### src/rtl/alu_pkg.sv
// Shared types and width defaults for the round-robin ALU arbiter.
`default_nettype none

package alu_pkg;

  localparam int DATA_W_DEF = 8;
  localparam int SEL_W_DEF  = 3;

  typedef enum logic [2:0] {
    ADD = 3'b000,
    SUB = 3'b001,
    AND = 3'b010,
    OR  = 3'b011,
    XOR = 3'b100,
    NOT = 3'b101,
    SHL = 3'b110,
    SHR = 3'b111
  } alu_op_e;

  typedef enum logic [1:0] {
    IDLE = 2'd0,
    EXEC = 2'd1,
    RESP = 2'd2
  } arb_state_e;

endpackage

`default_nettype wire

### src/rtl/alu_rr_arbiter_if.sv
// Requester handshake and ALU operand/result bundle for alu_rr_arbiter.
`default_nettype none

interface alu_rr_arbiter_if #(
  parameter int NUM_REQ = 4,
  parameter int DATA_W  = 8,
  parameter int SEL_W   = 3
);

  logic [NUM_REQ-1:0]        req_valid;
  logic [NUM_REQ-1:0]        req_ready;
  logic [NUM_REQ*DATA_W-1:0] req_a;
  logic [NUM_REQ*DATA_W-1:0] req_b;
  logic [NUM_REQ*SEL_W-1:0]  req_sel;
  logic [NUM_REQ-1:0]        rsp_valid;
  logic [DATA_W-1:0]         rsp_data;
  logic                      rsp_zero;
  logic [DATA_W-1:0]         alu_a;
  logic [DATA_W-1:0]         alu_b;
  logic [SEL_W-1:0]          alu_sel;
  logic [DATA_W-1:0]         alu_out;
  logic                      alu_zero;

  modport slave (
    input  req_valid, req_a, req_b, req_sel, alu_out, alu_zero,
    output req_ready, rsp_valid, rsp_data, rsp_zero, alu_a, alu_b, alu_sel
  );

  modport master (
    output req_valid, req_a, req_b, req_sel, alu_out, alu_zero,
    input  req_ready, rsp_valid, rsp_data, rsp_zero, alu_a, alu_b, alu_sel
  );

endinterface

`default_nettype wire

### src/rtl/rr_picker.sv
// Combinational round-robin picker: first valid requester after i_ptr, wrapping.
// ALU_ARB_PRIO_EN: requester 0 always wins and is excluded from the rotation.
`default_nettype none

module rr_picker #(
  parameter int NUM_REQ = 4,
  parameter int IDX_W   = 2
) (
  input  logic [NUM_REQ-1:0] i_valid,
  input  logic [IDX_W-1:0]   i_ptr,
  output logic [NUM_REQ-1:0] o_gnt,
  output logic [IDX_W-1:0]   o_gnt_idx,
  output logic               o_any_valid
);

  logic [NUM_REQ-1:0] w_rr_valid;
  logic               w_found;
  logic [IDX_W-1:0]   w_sel;
  logic [IDX_W-1:0]   w_cand;

  function automatic logic [IDX_W-1:0] wrap_idx(input logic [IDX_W-1:0] p, input int off);
    int s;
    s = (int'(p) + off) % NUM_REQ;
    return IDX_W'(s);
  endfunction

`ifdef ALU_ARB_PRIO_EN
  assign w_rr_valid = {i_valid[NUM_REQ-1:1], 1'b0};
`else
  assign w_rr_valid = i_valid;
`endif

  always_comb begin
    w_found = 1'b0;
    w_sel   = '0;
    w_cand  = '0;
    for (int off = 1; off <= NUM_REQ; off++) begin
      w_cand = wrap_idx(i_ptr, off);
      if (!w_found && w_rr_valid[w_cand]) begin
        w_found = 1'b1;
        w_sel   = w_cand;
      end
    end
`ifdef ALU_ARB_PRIO_EN
    if (i_valid[0]) begin
      w_found = 1'b1;
      w_sel   = '0;
    end
`endif
    o_any_valid = w_found;
    o_gnt_idx   = w_sel;
    o_gnt       = w_found ? (NUM_REQ'(1) << w_sel) : '0;
  end

endmodule

`default_nettype wire

### src/rtl/alu_rr_arbiter.sv
// Shares one registered ALU between NUM_REQ requesters with round-robin grant.
// Optional macro ALU_ARB_PRIO_EN gives requester 0 absolute priority.
`default_nettype none

module alu_rr_arbiter
  import alu_pkg::*;
#(
  parameter int NUM_REQ = 4,
  parameter int DATA_W  = DATA_W_DEF,
  parameter int SEL_W   = SEL_W_DEF,
  parameter int ALU_LAT = 1
) (
  input  logic              clk,
  input  logic              rst_n,
  alu_rr_arbiter_if.slave   bus
);

  localparam int IDX_W = (NUM_REQ > 1) ? $clog2(NUM_REQ) : 1;
  localparam int CNT_W = (ALU_LAT > 1) ? $clog2(ALU_LAT) : 1;

  localparam logic [IDX_W-1:0] c_ptr_rst  = IDX_W'(NUM_REQ - 1);
  localparam logic [CNT_W-1:0] c_cnt_last = CNT_W'(ALU_LAT - 1);

  arb_state_e         r_state, w_state_nxt;
  logic [IDX_W-1:0]   r_ptr, w_ptr_nxt;
  logic [IDX_W-1:0]   r_gnt_idx, w_gnt_idx_nxt;
  logic [CNT_W-1:0]   r_cnt, w_cnt_nxt;
  logic [DATA_W-1:0]  r_alu_a, w_alu_a_nxt;
  logic [DATA_W-1:0]  r_alu_b, w_alu_b_nxt;
  logic [SEL_W-1:0]   r_alu_sel, w_alu_sel_nxt;
  logic               w_accept;

  logic [NUM_REQ-1:0] w_pick_gnt;
  logic [IDX_W-1:0]   w_pick_idx;
  logic               w_pick_any;

  rr_picker #(
    .NUM_REQ (NUM_REQ),
    .IDX_W   (IDX_W)
  ) u_picker (
    .i_valid     (bus.req_valid),
    .i_ptr       (r_ptr),
    .o_gnt       (w_pick_gnt),
    .o_gnt_idx   (w_pick_idx),
    .o_any_valid (w_pick_any)
  );

  always_ff @(posedge clk or negedge rst_n) begin
    if (!rst_n) begin
      r_state   <= IDLE;
      r_ptr     <= c_ptr_rst;
      r_gnt_idx <= '0;
      r_cnt     <= '0;
      r_alu_a   <= '0;
      r_alu_b   <= '0;
      r_alu_sel <= '0;
    end else begin
      r_state   <= w_state_nxt;
      r_ptr     <= w_ptr_nxt;
      r_gnt_idx <= w_gnt_idx_nxt;
      r_cnt     <= w_cnt_nxt;
      r_alu_a   <= w_alu_a_nxt;
      r_alu_b   <= w_alu_b_nxt;
      r_alu_sel <= w_alu_sel_nxt;
    end
  end

  always_comb begin
    w_state_nxt   = r_state;
    w_ptr_nxt     = r_ptr;
    w_gnt_idx_nxt = r_gnt_idx;
    w_cnt_nxt     = r_cnt;
    w_alu_a_nxt   = r_alu_a;
    w_alu_b_nxt   = r_alu_b;
    w_alu_sel_nxt = r_alu_sel;
    w_accept      = 1'b0;
    case (r_state)
      IDLE: begin
        // Gating on rst_n keeps ready low while reset is held.
        if (w_pick_any && rst_n) begin
          w_accept      = 1'b1;
          w_gnt_idx_nxt = w_pick_idx;
          w_cnt_nxt     = '0;
          w_alu_a_nxt   = bus.req_a[int'(w_pick_idx)*DATA_W +: DATA_W];
          w_alu_b_nxt   = bus.req_b[int'(w_pick_idx)*DATA_W +: DATA_W];
          w_alu_sel_nxt = bus.req_sel[int'(w_pick_idx)*SEL_W +: SEL_W];
          w_state_nxt   = EXEC;
`ifdef ALU_ARB_PRIO_EN
          if (w_pick_idx != '0) begin
            w_ptr_nxt = w_pick_idx;
          end
`else
          w_ptr_nxt = w_pick_idx;
`endif
        end
      end
      EXEC: begin
        w_cnt_nxt = r_cnt + CNT_W'(1);
        if (r_cnt == c_cnt_last) begin
          w_state_nxt = RESP;
        end
      end
      RESP: begin
        w_state_nxt = IDLE;
      end
      default: begin
        w_state_nxt = IDLE;
      end
    endcase
  end

  assign bus.req_ready = w_accept ? w_pick_gnt : '0;
  assign bus.rsp_valid = (r_state == RESP) ? (NUM_REQ'(1) << r_gnt_idx) : '0;
  assign bus.rsp_data  = (r_state == RESP) ? bus.alu_out : '0;
  assign bus.rsp_zero  = (r_state == RESP) & bus.alu_zero;
  assign bus.alu_a     = r_alu_a;
  assign bus.alu_b     = r_alu_b;
  assign bus.alu_sel   = r_alu_sel;

endmodule

`default_nettype wire

### src/flat_wrapper.sv
// flat-port wrapper written by rule: the top's interface ports become plain ports
module alu_rr_arbiter_flat import alu_pkg::*;
#(
  parameter int NUM_REQ = 4,
  parameter int DATA_W  = DATA_W_DEF,
  parameter int SEL_W   = SEL_W_DEF,
  parameter int ALU_LAT = 1
)
  (clk, rst_n, bus_req_valid, bus_req_a, bus_req_b, bus_req_sel, bus_alu_out, bus_alu_zero, bus_req_ready, bus_rsp_valid, bus_rsp_data, bus_rsp_zero, bus_alu_a, bus_alu_b, bus_alu_sel);
  alu_rr_arbiter_if #(.NUM_REQ(NUM_REQ), .DATA_W(DATA_W), .SEL_W(SEL_W)) bus_i ();
  input  logic clk;
  input  logic rst_n;
  input wire logic [$bits(bus_i.req_valid)-1:0] bus_req_valid;
  input wire logic [$bits(bus_i.req_a)-1:0] bus_req_a;
  input wire logic [$bits(bus_i.req_b)-1:0] bus_req_b;
  input wire logic [$bits(bus_i.req_sel)-1:0] bus_req_sel;
  input wire logic [$bits(bus_i.alu_out)-1:0] bus_alu_out;
  input wire logic [$bits(bus_i.alu_zero)-1:0] bus_alu_zero;
  output wire logic [$bits(bus_i.req_ready)-1:0] bus_req_ready;
  output wire logic [$bits(bus_i.rsp_valid)-1:0] bus_rsp_valid;
  output wire logic [$bits(bus_i.rsp_data)-1:0] bus_rsp_data;
  output wire logic [$bits(bus_i.rsp_zero)-1:0] bus_rsp_zero;
  output wire logic [$bits(bus_i.alu_a)-1:0] bus_alu_a;
  output wire logic [$bits(bus_i.alu_b)-1:0] bus_alu_b;
  output wire logic [$bits(bus_i.alu_sel)-1:0] bus_alu_sel;
  assign bus_i.req_valid = bus_req_valid;
  assign bus_i.req_a = bus_req_a;
  assign bus_i.req_b = bus_req_b;
  assign bus_i.req_sel = bus_req_sel;
  assign bus_i.alu_out = bus_alu_out;
  assign bus_i.alu_zero = bus_alu_zero;
  assign bus_req_ready = bus_i.req_ready;
  assign bus_rsp_valid = bus_i.rsp_valid;
  assign bus_rsp_data = bus_i.rsp_data;
  assign bus_rsp_zero = bus_i.rsp_zero;
  assign bus_alu_a = bus_i.alu_a;
  assign bus_alu_b = bus_i.alu_b;
  assign bus_alu_sel = bus_i.alu_sel;
  alu_rr_arbiter #(.NUM_REQ(NUM_REQ), .DATA_W(DATA_W), .SEL_W(SEL_W), .ALU_LAT(ALU_LAT)) u_core (.clk(clk), .rst_n(rst_n), .bus(bus_i));
endmodule
### config.mk
export PLATFORM = sky130hd
export DESIGN_NAME = alu_rr_arbiter_flat
export DESIGN_NICKNAME = d
export VERILOG_FILES = /design/src/rtl/alu_pkg.sv /design/src/rtl/alu_rr_arbiter_if.sv /design/src/rtl/rr_picker.sv /design/src/rtl/alu_rr_arbiter.sv /design/src/flat_wrapper.sv
export SDC_FILE = /design/constraint.sdc
export NUM_CORES = 1
export LEC_CHECK = 0
export BUFFER_PORTS_ARGS = -buffer_cell sky130_fd_sc_hd__clkbuf_2
export CORE_MARGIN = 2
export CORE_UTILIZATION = 40
export DETAILED_ROUTE_END_ITERATION = 10
export PLACE_DENSITY = 0.84
export SLEW_MARGIN = 20
export SYNTH_ARGS = -nofsm -noshare
export SYNTH_HDL_FRONTEND = slang
export SYNTH_HIERARCHICAL = 1
export SYNTH_SLANG_ARGS = --single-unit
export TNS_END_PERCENT = 10
### constraint.sdc
create_clock -name clk -period 3.58 [get_ports clk]
set_input_delay 1.074 -clock clk [delete_from_list [all_inputs] [get_ports clk]]
set_output_delay 1.074 -clock clk [all_outputs]
set_load 0.02 [all_outputs]
==> insert_results.sql, run 1 <==
INSERT INTO impl_metrics (metric_group, metric, value, unit) VALUES
('critical_path', 'worst_path_dominant_cell_family', 'simple AND/OR/NAND/NOR gates', ''),
('power', 'switching_power', '799', 'µW'),
('timing', 'drv_slew', '0', ''),
('synthesis', 'synth.largest_area_cell', 'sky130_fd_sc_hd__dfrtp_1', ''),
('floorplanning', 'fp.dieW', '70.4', 'µm'),
('finish', 'most_used_cells_in_the_layout_excluding_fill_and_tap_cells', 'sky130_fd_sc_hd__clkbuf_2 (126), sky130_fd_sc_hd__nand2_1 (70), sky130_fd_sc_hd__dfrtp_1 (24)', ''),
('timing', 'layout_worst_path_cycle_share', '92.6', '%'),
('finish', 'finish.instance_area', '2520', 'µm²'),
('synthesis', 'post_synth.cell_area_avg', '9.86', 'µm²'),
('critical_path', 'path_class', 'in -> out', ''),
('critical_path', 'crit_buf_inv', '2', ''),
('finish', 'insertedDiodeCount', '0', ''),
('floorplanning', 'die_height', '70.4', 'µm'),
('synthesis', 'yosys_warnings', '6', ''),
('placed_design', 'postPlaceCellArea', '2460', 'µm²'),
('synthesis', 'post-synth-top-area-fraction', '34.0', '%'),
('timing', 'slew_headroom', '62.4', '%'),
('power', 'irDropWorstVdd', '313', 'µV'),
('timing', 'fin_skew', '0.00549', 'ns'),
('critical_path', 'crit_path_max_fanout', '5', ''),
('critical_path', 'cpMostUsedCell', 'sky130_fd_sc_hd__clkbuf_2', ''),
('placed_design', 'globalplace.congestion', '0.874', ''),
('global_routing', 'grt_pass1_wl', '7850', 'µm'),
('synthesis', 'ys_ff_latch', '26', ''),
('floorplanning', 'pin_count', '127', ''),
('synthesis', 'synth.net_count', '270', ''),
('timing', 'period_needed', '3.32', 'ns'),
('cts', 'root_buffer', 'sky130_fd_sc_hd__clkbuf_8', ''),
('finish', 'mostFrequentLayoutCell', 'sky130_fd_sc_hd__clkbuf_2', ''),
('route', 'drt-wirelength-per-cell', '13.9', 'µm'),
('critical_path', 'timing.reg2reg.worst_path_depth', '7', ''),
('critical_path', 'critPathArrivalTime', '2.24', 'ns'),
('placed_design', 'numPlacedInstances', '351', ''),
('cts', 'cts_sinks', '26', ''),
('route', 'drt_iter0_drc', '88', ''),
('timing', 'finalHoldViolations', '0', ''),
('synthesis', 'ys_types', '32', ''),
('worst_hold_path', 'hold_class', 'reg -> reg', ''),
('route', 'detail-route-antenna-nets', '0', ''),
('placed_design', 'detailed_place_hpwl', '3900', 'µm'),
('cts', 'cts-htree-levels', '1', ''),
('power', 'report.power.total', '1.81', 'mW'),
('cts', 'clock_tree_from_tritoncts', 'done', ''),
('route', 'drc', '0', ''),
('global_routing', 'antenna_found_initial', '0', ''),
('power', 'power_density', '721', 'nW/µm²'),
('timing', 'setup_viol', '0', ''),
('finish', 'layout.cells.non_filler', '355', ''),
('cts', 'cts_inserted_buffers', '3', ''),
('flow_run', 'timing.max_cap.violations', '0', ''),
('finish', 'num-nets-final', '395', ''),
('route', 'detail_route.vias_per_cell', '5.15', ''),
('status', 'outcome', 'finished clean', ''),
('global_routing', 'grt_usage', '19.7', '%'),
('route', 'first_pass_iters', '4', ''),
('route', 'routed_wl', '4930', 'µm'),
('placed_design', 'dp_slack', '0.256', 'ns'),
('floorplanning', 'core.rowCount', '24', ''),
('cts', 'clock_path_buffers', '2', ''),
('synthesis', 'postSynthCellCount', '179', ''),
('cts', 'cts_repair_resize_count', '0', ''),
('critical_path', 'critical_path.slowest_cell', 'sky130_fd_sc_hd__nor2_1', ''),
('critical_path', 'critical-path-max-stage-delay', '0.32', 'ns'),
('worst_hold_path', 'timing.hold.worst_path_depth', '1', ''),
('floorplanning', 'effective_utilization_at_floorplan', '41.1', '%'),
('power', 'clock_power_share', '10.5', '%'),
('route', 'via_count', '1829', ''),
('cts', 'postCtsSetupBuffers', '0', ''),
('global_routing', 'grt_start_max_net_pins', '28', ''),
('critical_path', 'worstReg2RegEnd', 'u_core/bus.alu_b[2]$_DFFE_PN0P_', ''),
('power', 'p_leak', '1.39', 'nW');
cell usage after synthesis:
cell type	instances
sky130_fd_sc_hd__mux4_2	19
sky130_fd_sc_hd__buf_2	8
sky130_fd_sc_hd__and2_1	13
sky130_fd_sc_hd__a221oi_2	1
sky130_fd_sc_hd__o21ai_0	2
sky130_fd_sc_hd__o221ai_1	1
sky130_fd_sc_hd__nor3b_1	1
sky130_fd_sc_hd__inv_1	4
sky130_fd_sc_hd__and2b_2	1
sky130_fd_sc_hd__nor2b_1	2
sky130_fd_sc_hd__nor2_1	6
sky130_fd_sc_hd__and3b_1	1
sky130_fd_sc_hd__nand3_1	2
sky130_fd_sc_hd__buf_6	2
sky130_fd_sc_hd__a22oi_1	1
sky130_fd_sc_hd__nand2b_1	3
sky130_fd_sc_hd__o221a_2	1
sky130_fd_sc_hd__nand4bb_1	1
sky130_fd_sc_hd__dfstp_2	2
sky130_fd_sc_hd__a21oi_1	3
sky130_fd_sc_hd__and4bb_2	1
sky130_fd_sc_hd__a21o_2	2
sky130_fd_sc_hd__a211oi_1	1
sky130_fd_sc_hd__dfrtp_1	24
sky130_fd_sc_hd__o21a_1	1
sky130_fd_sc_hd__buf_4	1
sky130_fd_sc_hd__nand2b_4	1
sky130_fd_sc_hd__a22o_1	1
sky130_fd_sc_hd__and3_1	1
sky130_fd_sc_hd__clkbuf_1	1
sky130_fd_sc_hd__nand2_1	70
sky130_fd_sc_hd__a32o_1	1
worst max path at each step:
stage	from	to	slack, ns	cells past startpoint
floorplan	bus_req_valid[3]	bus_req_ready[0]	0.50	5
CTS	bus_req_valid[2]	bus_req_ready[1]	0.27	6
global placement	bus_req_valid[2]	bus_req_ready[1]	0.35	6
finish	bus_req_valid[2]	bus_req_ready[1]	0.26	6
detailed placement	bus_req_valid[2]	bus_req_ready[1]	0.26	6
global route	bus_req_valid[2]	bus_req_ready[1]	0.15	6
registers in the layout (all words and copies together), names as in the netlist:
signal / cells
u_core/bus.alu_a: 8
u_core/bus.alu_b: 8
u_core/bus.alu_sel: 3
u_core/r_cnt: 1
u_core/r_gnt_idx: 2
u_core/r_ptr: 2
u_core/r_state: 2
power groups by stage:
stage / clock network [mW] / logic (mW) / registers [mW]
finish: 0.190 / 1.06 / 0.560
global route: 0.206 / 1.17 / 0.582
CTS: 0.197 / 1.08 / 0.562
detailed placement: 0 / 1.08 / 0.564
global placement: 0 / 1.05 / 0.558
floorplan: 0 / 0.657 / 0.659
cell families (layout without fill, tap and decap cells):
kind of cell / after synthesis / count (layout) / share of synthesized area [%]
buffers and inverters: 16 / 140 / 5.03
AOI/OAI and AO/OA: 15 / 15 / 6.73
DFF: 26 / 26 / 37.0
and+or+nand+nor: 103 / 103 / 27.0
muxes: 19 / 19 / 24.2
layout make-up:
cell class,instances,area (µm²)
Clock buffer,4,55.1
Timing Repair Buffer,132,676
Tap cell,52,65.1
Sequential cell,26,653
Inverter,4,15.0
Fill cell,392,1780
Multi-Input combinational cell,137,1050
metal layers:
metal | vias up | track usage, % | part of all wire [%]
met5 | - | 0 | 0
met4 | 0 | 4.49 | 0.99
met3 | 4 | 2.89 | 7.9
met2 | 100 | 37.6 | 54
met1 | 860 | 22.9 | 38
li1 | 865 | - | -
No activity file was read; power rests on OpenSTA's default activity.
==> run 2: changes to the inputs <==
==> constraint.sdc (replaced) <==
create_clock -name clk -period 3.58 [get_ports clk]
set_input_delay 1.074 -clock clk [delete_from_list [all_inputs] [get_ports clk]]
set_output_delay 1.074 -clock clk [all_outputs]
set_load 0.005 [all_outputs]
==> insert_results.sql, run 2 (synthesis results as in run 1) <==
INSERT INTO impl_metrics (metric_group, metric, value, unit) VALUES
('critical_path', 'worst_setup_path_end_kind', 'output port', ''),
('finish', 'post-route-util', '58.4', '%'),
('power', 'switching_power', '639', 'µW'),
('global_routing', 'grt_pass1_vias', '1797', ''),
('critical_path', 'critical-path-max-stage-delay', '0.37', 'ns'),
('power', 'clock_power_share', '11.4', '%'),
('finish', 'insertedDiodeCount', '0', ''),
('timing', 'drv_slew', '0', ''),
('power', 'irDropWorstVdd', '310', 'µV'),
('cts', 'clock_path_buffers', '2', ''),
('route', 'drt-wirelength-per-cell', '13.8', 'µm'),
('critical_path', 'critPathArrivalTime', '2.29', 'ns'),
('route', 'first_pass_iters', '4', ''),
('critical_path', 'path_class', 'in -> out', ''),
('power', 'intPower', '1.01', 'mW'),
('floorplanning', 'effective_utilization_at_floorplan', '41.1', '%'),
('timing', 'setup_viol', '0', ''),
('timing', 'period_needed', '3.37', 'ns'),
('worst_hold_path', 'hold_class', 'reg -> reg', ''),
('timing', 'tns', '0', 'ns'),
('timing', 'peak_clock_frequency_supported_by_timing', '297', 'MHz'),
('timing', 'setup_repair_after_global_routing_missed_its_margin', 'false', ''),
('critical_path', 'crit_path_cell_trace', 'clkbuf_2 > nor2_1 > nand2_1 > and4bb_2 > and2_1 > clkbuf_2', ''),
('power', 'p_leak', '1.39', 'nW'),
('timing', 'slew_headroom', '61.2', '%'),
('finish', 'most_used_cells_in_the_layout_excluding_fill_and_tap_cells', 'sky130_fd_sc_hd__clkbuf_2 (126), sky130_fd_sc_hd__nand2_1 (70), sky130_fd_sc_hd__dfrtp_1 (24)', ''),
('timing', 'finalHoldViolations', '0', ''),
('global_routing', 'grt_start_max_net_pins', '28', ''),
('power', 'power.sequential.fraction', '34.0', '%'),
('route', 'drc', '0', ''),
('placed_design', 'globalplace.congestion', '0.904', ''),
('critical_path', 'crit_path_max_fanout', '8', ''),
('critical_path', 'worst_path_dominant_cell_family', 'simple AND/OR/NAND/NOR gates', ''),
('finish', 'num-nets-final', '394', ''),
('cts', 'cts-hold-fix-buffers', '0', ''),
('global_routing', 'antenna_found_initial', '0', ''),
('status', 'outcome', 'finished clean', ''),
('critical_path', 'crit_buf_inv', '2', ''),
('global_routing', 'globalRoute.totalOverflow', '0', ''),
('finish', 'area_growth_syn_to_layout', '42.1', '%'),
('floorplanning', 'die_height', '70.4', 'µm'),
('floorplanning', 'core.rowCount', '24', ''),
('floorplanning', 'floorplan.die_area', '4960', 'µm²'),
('global_routing', 'grt_pass1_wl', '7880', 'µm'),
('timing', 'fin_skew', '0.00795', 'ns'),
('cts', 'cts-htree-levels', '1', ''),
('timing', 'worst_slew_pin_slew', '0.580', 'ns'),
('route', 'drt_iter0_drc', '80', ''),
('critical_path', 'critical_path.slowest_cell', 'sky130_fd_sc_hd__nor2_1', ''),
('placed_design', 'detailed_place_hpwl', '3890', 'µm'),
('timing', 'layout_worst_path_cycle_share', '94.0', '%'),
('global_routing', 'grt_usage', '19.7', '%'),
('critical_path', 'cpMostUsedCell', 'sky130_fd_sc_hd__clkbuf_2', ''),
('finish', 'post_route_cells_drive_above_1_share', '54.3', '%'),
('cts', 'cts_repair_resize_count', '0', ''),
('route', 'routed_wl', '4880', 'µm'),
('cts', 'path_clk_slew', '0.08', 'ns'),
('cts', 'clk_latency', '0.27', 'ns'),
('critical_path', 'worstSetupStartpointType', 'primary input', ''),
('floorplanning', 'core_area', '4290', 'µm²'),
('route', 'via_count', '1827', ''),
('power', 'switching_share', '38.7', '%'),
('power', 'power_density', '658', 'nW/µm²'),
('cts', 'cts_inserted_buffers', '3', ''),
('cts', 'cts_sinks', '26', ''),
('placed_design', 'place.port_buffers', '126', ''),
('route', 'detail_route.vias_per_cell', '5.16', ''),
('route', 'detail-route-antenna-nets', '0', ''),
('power', 'power.share.combinational', '54.6', '%'),
('cts', 'clock_tree_from_tritoncts', 'done', ''),
('finish', 'mostFrequentLayoutCell', 'sky130_fd_sc_hd__clkbuf_2', ''),
('cts', 'postCtsSetupBuffers', '0', ''),
('floorplanning', 'pin_count', '127', ''),
('critical_path', 'critPathRequiredTime', '2.51', 'ns'),
('flow_run', 'timing.max_cap.violations', '0', ''),
('cts', 'root_buffer', 'sky130_fd_sc_hd__clkbuf_8', ''),
('floorplanning', 'fp.dieW', '70.4', 'µm');
[run 2: through the flow]
step           hold WS (ns)  power [mW]  setup slack [ns]  instances  area (µm²)
6_report              0.481        1.65             0.213        354        2510
5_1_grt               0.512        1.80             0.107        354        2510
4_1_cts               0.475        1.67             0.228        354        2510
3_5_place_dp          0.459        1.48             0.229        350        2450
3_3_place_gp          0.448        1.44             0.282        350        2450
2_1_floorplan         0.437        1.16             0.554        179        1770
[run 2: path summary, 6_finish.rpt]
path | start | to | slack, ns | cells after the start
max | bus_req_valid[3] | bus_req_ready[0] | 0.21 | 6
min | u_core/r_cnt$_DFFE_PN0P_ | u_core/r_state[1]$_DFFE_PN0P_ | 0.48 | 1
max reg2reg | u_core/r_ptr[1]$_DFFE_PN1P_ | u_core/bus.alu_b[5]$_DFFE_PN0P_ | 1.32 | 7
min reg2reg | u_core/r_cnt$_DFFE_PN0P_ | u_core/r_state[1]$_DFFE_PN0P_ | 0.48 | 1
max in group asynchronous | rst_n | u_core/r_ptr[1]$_DFFE_PN1P_ | 2.45 | 2
min in group asynchronous | rst_n | u_core/bus.alu_b[4]$_DFFE_PN0P_ | 0.82 | 2
[run 2: area by class of cell]
| type | count | area (µm²) |
|---|---|---|
| fillers | 375 | 1790 |
| multi-input cells | 137 | 1050 |
| repair buffers | 131 | 668 |
| flip-flops and latches | 26 | 653 |
| well taps | 52 | 65.1 |
| clock buffers | 4 | 55.1 |
| inverters | 4 | 15.0 |
[run 2: layer usage]
layer,track usage [%],routed length [µm],up-vias
met5,0,0,-
met4,4.27,25,0
met3,2.74,435,4
met2,38.1,2580,92
met1,22.9,1850,867
li1,-,-,864
[run 2: power groups by stage]
stage          clock network (mW)  registers [mW]  logic, mW
2_1_floorplan                   0           0.541      0.616
3_3_place_gp                    0           0.557      0.882
3_5_place_dp                    0           0.565      0.914
4_1_cts                     0.198           0.561      0.914
5_1_grt                     0.207           0.586       1.01
6_report                    0.189           0.561      0.901
[run 2: worst reg2reg max path: stages, from the launching register on]
cell,delay [ns]
sky130_fd_sc_hd__dfstp_2,0.66
sky130_fd_sc_hd__nand2b_1,0.15
sky130_fd_sc_hd__a22oi_1,0.10
sky130_fd_sc_hd__o221ai_4,0.17
sky130_fd_sc_hd__buf_4,0.39
sky130_fd_sc_hd__mux4_2,0.57
sky130_fd_sc_hd__nand2_1,0.08
sky130_fd_sc_hd__nand2_1,0.04
==> run 3: changes to the inputs <==
--- a/config.mk
+++ b/config.mk
@@ -5,11 +5,12 @@
 export SDC_FILE = /design/constraint.sdc
 export NUM_CORES = 1
 export LEC_CHECK = 0
+export ABC_AREA = 1
 export BUFFER_PORTS_ARGS = -buffer_cell sky130_fd_sc_hd__clkbuf_2
 export CORE_MARGIN = 2
 export CORE_UTILIZATION = 40
 export DETAILED_ROUTE_END_ITERATION = 10
-export PLACE_DENSITY = 0.84
+export PLACE_DENSITY = 0.78
 export SLEW_MARGIN = 20
 export SYNTH_ARGS = -nofsm -noshare
 export SYNTH_HDL_FRONTEND = slang
==> insert_results.sql, run 3 <==
INSERT INTO impl_metrics (metric_group, metric, value, unit) VALUES
('critical_path', 'critPathRequiredTime', '2.51', 'ns'),
('cts', 'clock_tree_from_tritoncts', 'done', ''),
('finish', 'most_used_cells_in_the_layout_excluding_fill_and_tap_cells', 'sky130_fd_sc_hd__nand2_1 (178), sky130_fd_sc_hd__clkbuf_2 (126), sky130_fd_sc_hd__inv_1 (95)', ''),
('synthesis', 'synth_sequential_area_ratio', '27.8', '%'),
('power', 'power.share.combinational', '73.7', '%'),
('finish', 'mostFrequentLayoutCell', 'sky130_fd_sc_hd__nand2_1', ''),
('power', 'power_density', '905', 'nW/µm²'),
('route', 'detail_route.vias_per_cell', '4.42', ''),
('finish', 'insertedDiodeCount', '0', ''),
('cts', 'cts-htree-levels', '1', ''),
('finish', 'area_growth_syn_to_layout', '29.1', '%'),
('floorplanning', 'effective_utilization_at_floorplan', '42.0', '%'),
('timing', 'setup_viol', '0', ''),
('power', 'intPower', '1.24', 'mW'),
('critical_path', 'critical_path.slowest_cell', 'sky130_fd_sc_hd__nand4_1', ''),
('global_routing', 'grt_start_max_net_pins', '41', ''),
('critical_path', 'crit_path_cell_trace', 'clkbuf_2 > nand2_1 > nand3_1 > nand2_2 > nand4_1 > nand2_4 > inv_2 > nor2_2 > inv_1 > nor2_1 > clkbuf_2', ''),
('placed_design', 'globalplace.congestion', '0.842', ''),
('status', 'outcome', 'finished clean', ''),
('placed_design', 'numPlacedInstances', '602', ''),
('cts', 'clock_path_buffers', '2', ''),
('cts', 'path_clk_slew', '0.08', 'ns'),
('synthesis', 'netlist_top_cells_area', 'sky130_fd_sc_hd__nand2_1 (28%), sky130_fd_sc_hd__dfrtp_1 (26%), sky130_fd_sc_hd__inv_1 (15%)', ''),
('power', 'p_leak', '2.12', 'nW'),
('finish', 'area.sequential', '653', 'µm²'),
('synthesis', 'synth.largest_area_cell', 'sky130_fd_sc_hd__nand2_1', ''),
('power', 'switching_power', '1.51', 'mW'),
('critical_path', 'crit_buf_inv', '4', ''),
('global_routing', 'grt_usage', '18.5', '%'),
('cts', 'clk_latency', '0.26', 'ns'),
('worst_hold_path', 'hold_class', 'reg -> reg', ''),
('timing', 'peak_clock_frequency_supported_by_timing', '301', 'MHz'),
('critical_path', 'worstSetupStartpointType', 'primary input', ''),
('route', 'detail-route-antenna-nets', '0', ''),
('placed_design', 'detailed_place_hpwl', '4810', 'µm'),
('critical_path', 'worst_path_dominant_cell_family', 'simple AND/OR/NAND/NOR gates', ''),
('route', 'first_pass_iters', '4', ''),
('power', 'switching_share', '54.8', '%'),
('power', 'power.sequential.fraction', '20.4', '%'),
('global_routing', 'grt_pass1_wl', '9770', 'µm'),
('route', 'routed_wl', '6000', 'µm'),
('synthesis', 'synth.net_count', '508', ''),
('floorplanning', 'pin_count', '127', ''),
('route', 'via_count', '2681', ''),
('critical_path', 'path_class', 'in -> out', ''),
('finish', 'fill_cells', '589', ''),
('timing', 'slew_headroom', '62.0', '%'),
('power', 'report.power.total', '2.75', 'mW'),
('critical_path', 'critical-path-max-stage-delay', '0.19', 'ns'),
('placed_design', 'place.port_buffers', '126', ''),
('cts', 'cts_sinks', '26', ''),
('placed_design', 'postPlaceCellArea', '2990', 'µm²'),
('synthesis', 'ys_ff_latch', '26', ''),
('synthesis', 'synth_flop_cell', 'sky130_fd_sc_hd__dfrtp_1', ''),
('timing', 'worst_slew_pin_slew', '0.570', 'ns'),
('synthesis', 'synth_edf_count', '0', ''),
('flow_run', 'timing.max_cap.violations', '0', ''),
('timing', 'tns', '0', 'ns'),
('floorplanning', 'die_height', '80.7', 'µm'),
('floorplanning', 'core.rowCount', '27', ''),
('critical_path', 'worst_setup_path_end_kind', 'output port', ''),
('floorplanning', 'floorplan.die_area', '6510', 'µm²'),
('synthesis', 'post-synth-top-area-fraction', '28.4', '%'),
('global_routing', 'globalRoute.totalOverflow', '0', ''),
('timing', 'period_needed', '3.32', 'ns'),
('synthesis', 'post_synth_most_frequent_cells', 'sky130_fd_sc_hd__nand2_1 (178), sky130_fd_sc_hd__inv_1 (95), sky130_fd_sc_hd__nand3_1 (43)', ''),
('cts', 'cts-hold-fix-buffers', '0', ''),
('finish', 'post_route_cells_drive_above_1_share', '30.5', '%'),
('synthesis', 'post_synth.cell_area_avg', '5.64', 'µm²'),
('critical_path', 'crit_path_max_fanout', '5', ''),
('power', 'clock_power_share', '5.9', '%'),
('timing', 'fin_skew', '0.00216', 'ns'),
('synthesis', 'yosys_warnings', '6', ''),
('synthesis', 'mappedNetlistArea', '2350', 'µm²'),
('route', 'drt-wirelength-per-cell', '9.90', 'µm'),
('synthesis', 'postSynthCellCount', '417', ''),
('cts', 'root_buffer', 'sky130_fd_sc_hd__clkbuf_8', ''),
('critical_path', 'cpMostUsedCell', 'sky130_fd_sc_hd__clkbuf_2', ''),
('placed_design', 'dp_slack', '0.284', 'ns'),
('synthesis', 'async_flop_share', '100', '%'),
('route', 'drt_iter0_drc', '126', ''),
('finish', 'num-nets-final', '626', ''),
('global_routing', 'grt_pass1_vias', '2297', ''),
('finish', 'finish.instance_area', '3040', 'µm²'),
('timing', 'setup_repair_after_global_routing_missed_its_margin', 'false', ''),
('cts', 'cts_repair_resize_count', '0', ''),
('synthesis', 'ys_types', '24', ''),
('global_routing', 'antenna_found_initial', '0', ''),
('finish', 'multi_input_combinational_cell_area', '1210', 'µm²'),
('critical_path', 'critPathArrivalTime', '2.25', 'ns'),
('finish', 'layout.cells.non_filler', '606', ''),
('timing', 'finalHoldViolations', '0', ''),
('floorplanning', 'fp.dieW', '80.7', 'µm'),
('cts', 'cts_inserted_buffers', '3', ''),
('floorplanning', 'core_area', '5610', 'µm²'),
('power', 'irDropWorstVdd', '424', 'µV'),
('cts', 'postCtsSetupBuffers', '0', ''),
('timing', 'drv_slew', '0', ''),
('timing', 'timing.final.ws_setup', '0.255', 'ns'),
('synthesis', 'post-synth-top-count-cell', 'sky130_fd_sc_hd__nand2_1', ''),
('route', 'drc', '0', ''),
('timing', 'layout_worst_path_cycle_share', '92.9', '%');
==> run 3: area by class of cell <==
type                       count  share of cell area (%)
multi-input combinational    273                    39.8
clock buffer                   4                    1.48
sequential                    26                    21.5
timing repair buffer         130                    21.7
inverter                     101                    12.6
tap                           72                    2.96
==> run 3: cell families after synthesis <==
| logic type | count (synthesis) | synth area share, % |
|---|---|---|
| simple gates | 267 | 49.5 |
| buf+inv | 118 | 20.9 |
| flops | 26 | 27.8 |
| compound gates | 6 | 1.81 |
==> run 3: layer usage <==
layer / part of all wire (%) / track usage (%)
met5: 0 / 0
met1: 44 / 24.4
met4: 1.6 / 5.76
met2: 50 / 32.8
met3: 4.7 / 0.787
==> run 3: metrics by stage <==
step	hold WS [ns]	utilization, %
CTS	0.471	54.2
global placement	0.458	53.4
detailed placement	0.462	53.4
floorplan	0.447	-
finish	0.479	54.2
global route	0.499	54.2
==> run 3: final timing paths <==
path	start	to	slack, ns	depth (start not counted)
max reg2reg	u_core/r_ptr[0]$_DFFE_PN1P_	u_core/bus.alu_a[3]$_DFFE_PN0P_	0.96	13
min in group asynchronous	rst_n	u_core/r_state[1]$_DFFE_PN0P_	0.82	2
min reg2reg	u_core/r_cnt$_DFFE_PN0P_	u_core/r_state[1]$_DFFE_PN0P_	0.48	1
min	u_core/r_cnt$_DFFE_PN0P_	u_core/r_state[1]$_DFFE_PN0P_	0.48	1
max in group asynchronous	rst_n	u_core/r_ptr[0]$_DFFE_PN1P_	2.47	2
max	bus_req_valid[3]	bus_req_ready[1]	0.26	11
==> run 3: power by group through the flow <==
stage | sequential, mW | clock, mW | combinational, mW
after CTS | 0.560 | 0.170 | 2.05
after floorplan | 0.542 | 0 | 1.64
after global routing | 0.577 | 0.177 | 2.35
after detailed placement | 0.566 | 0 | 2.04
final | 0.560 | 0.163 | 2.03
after global placement | 0.561 | 0 | 2.00
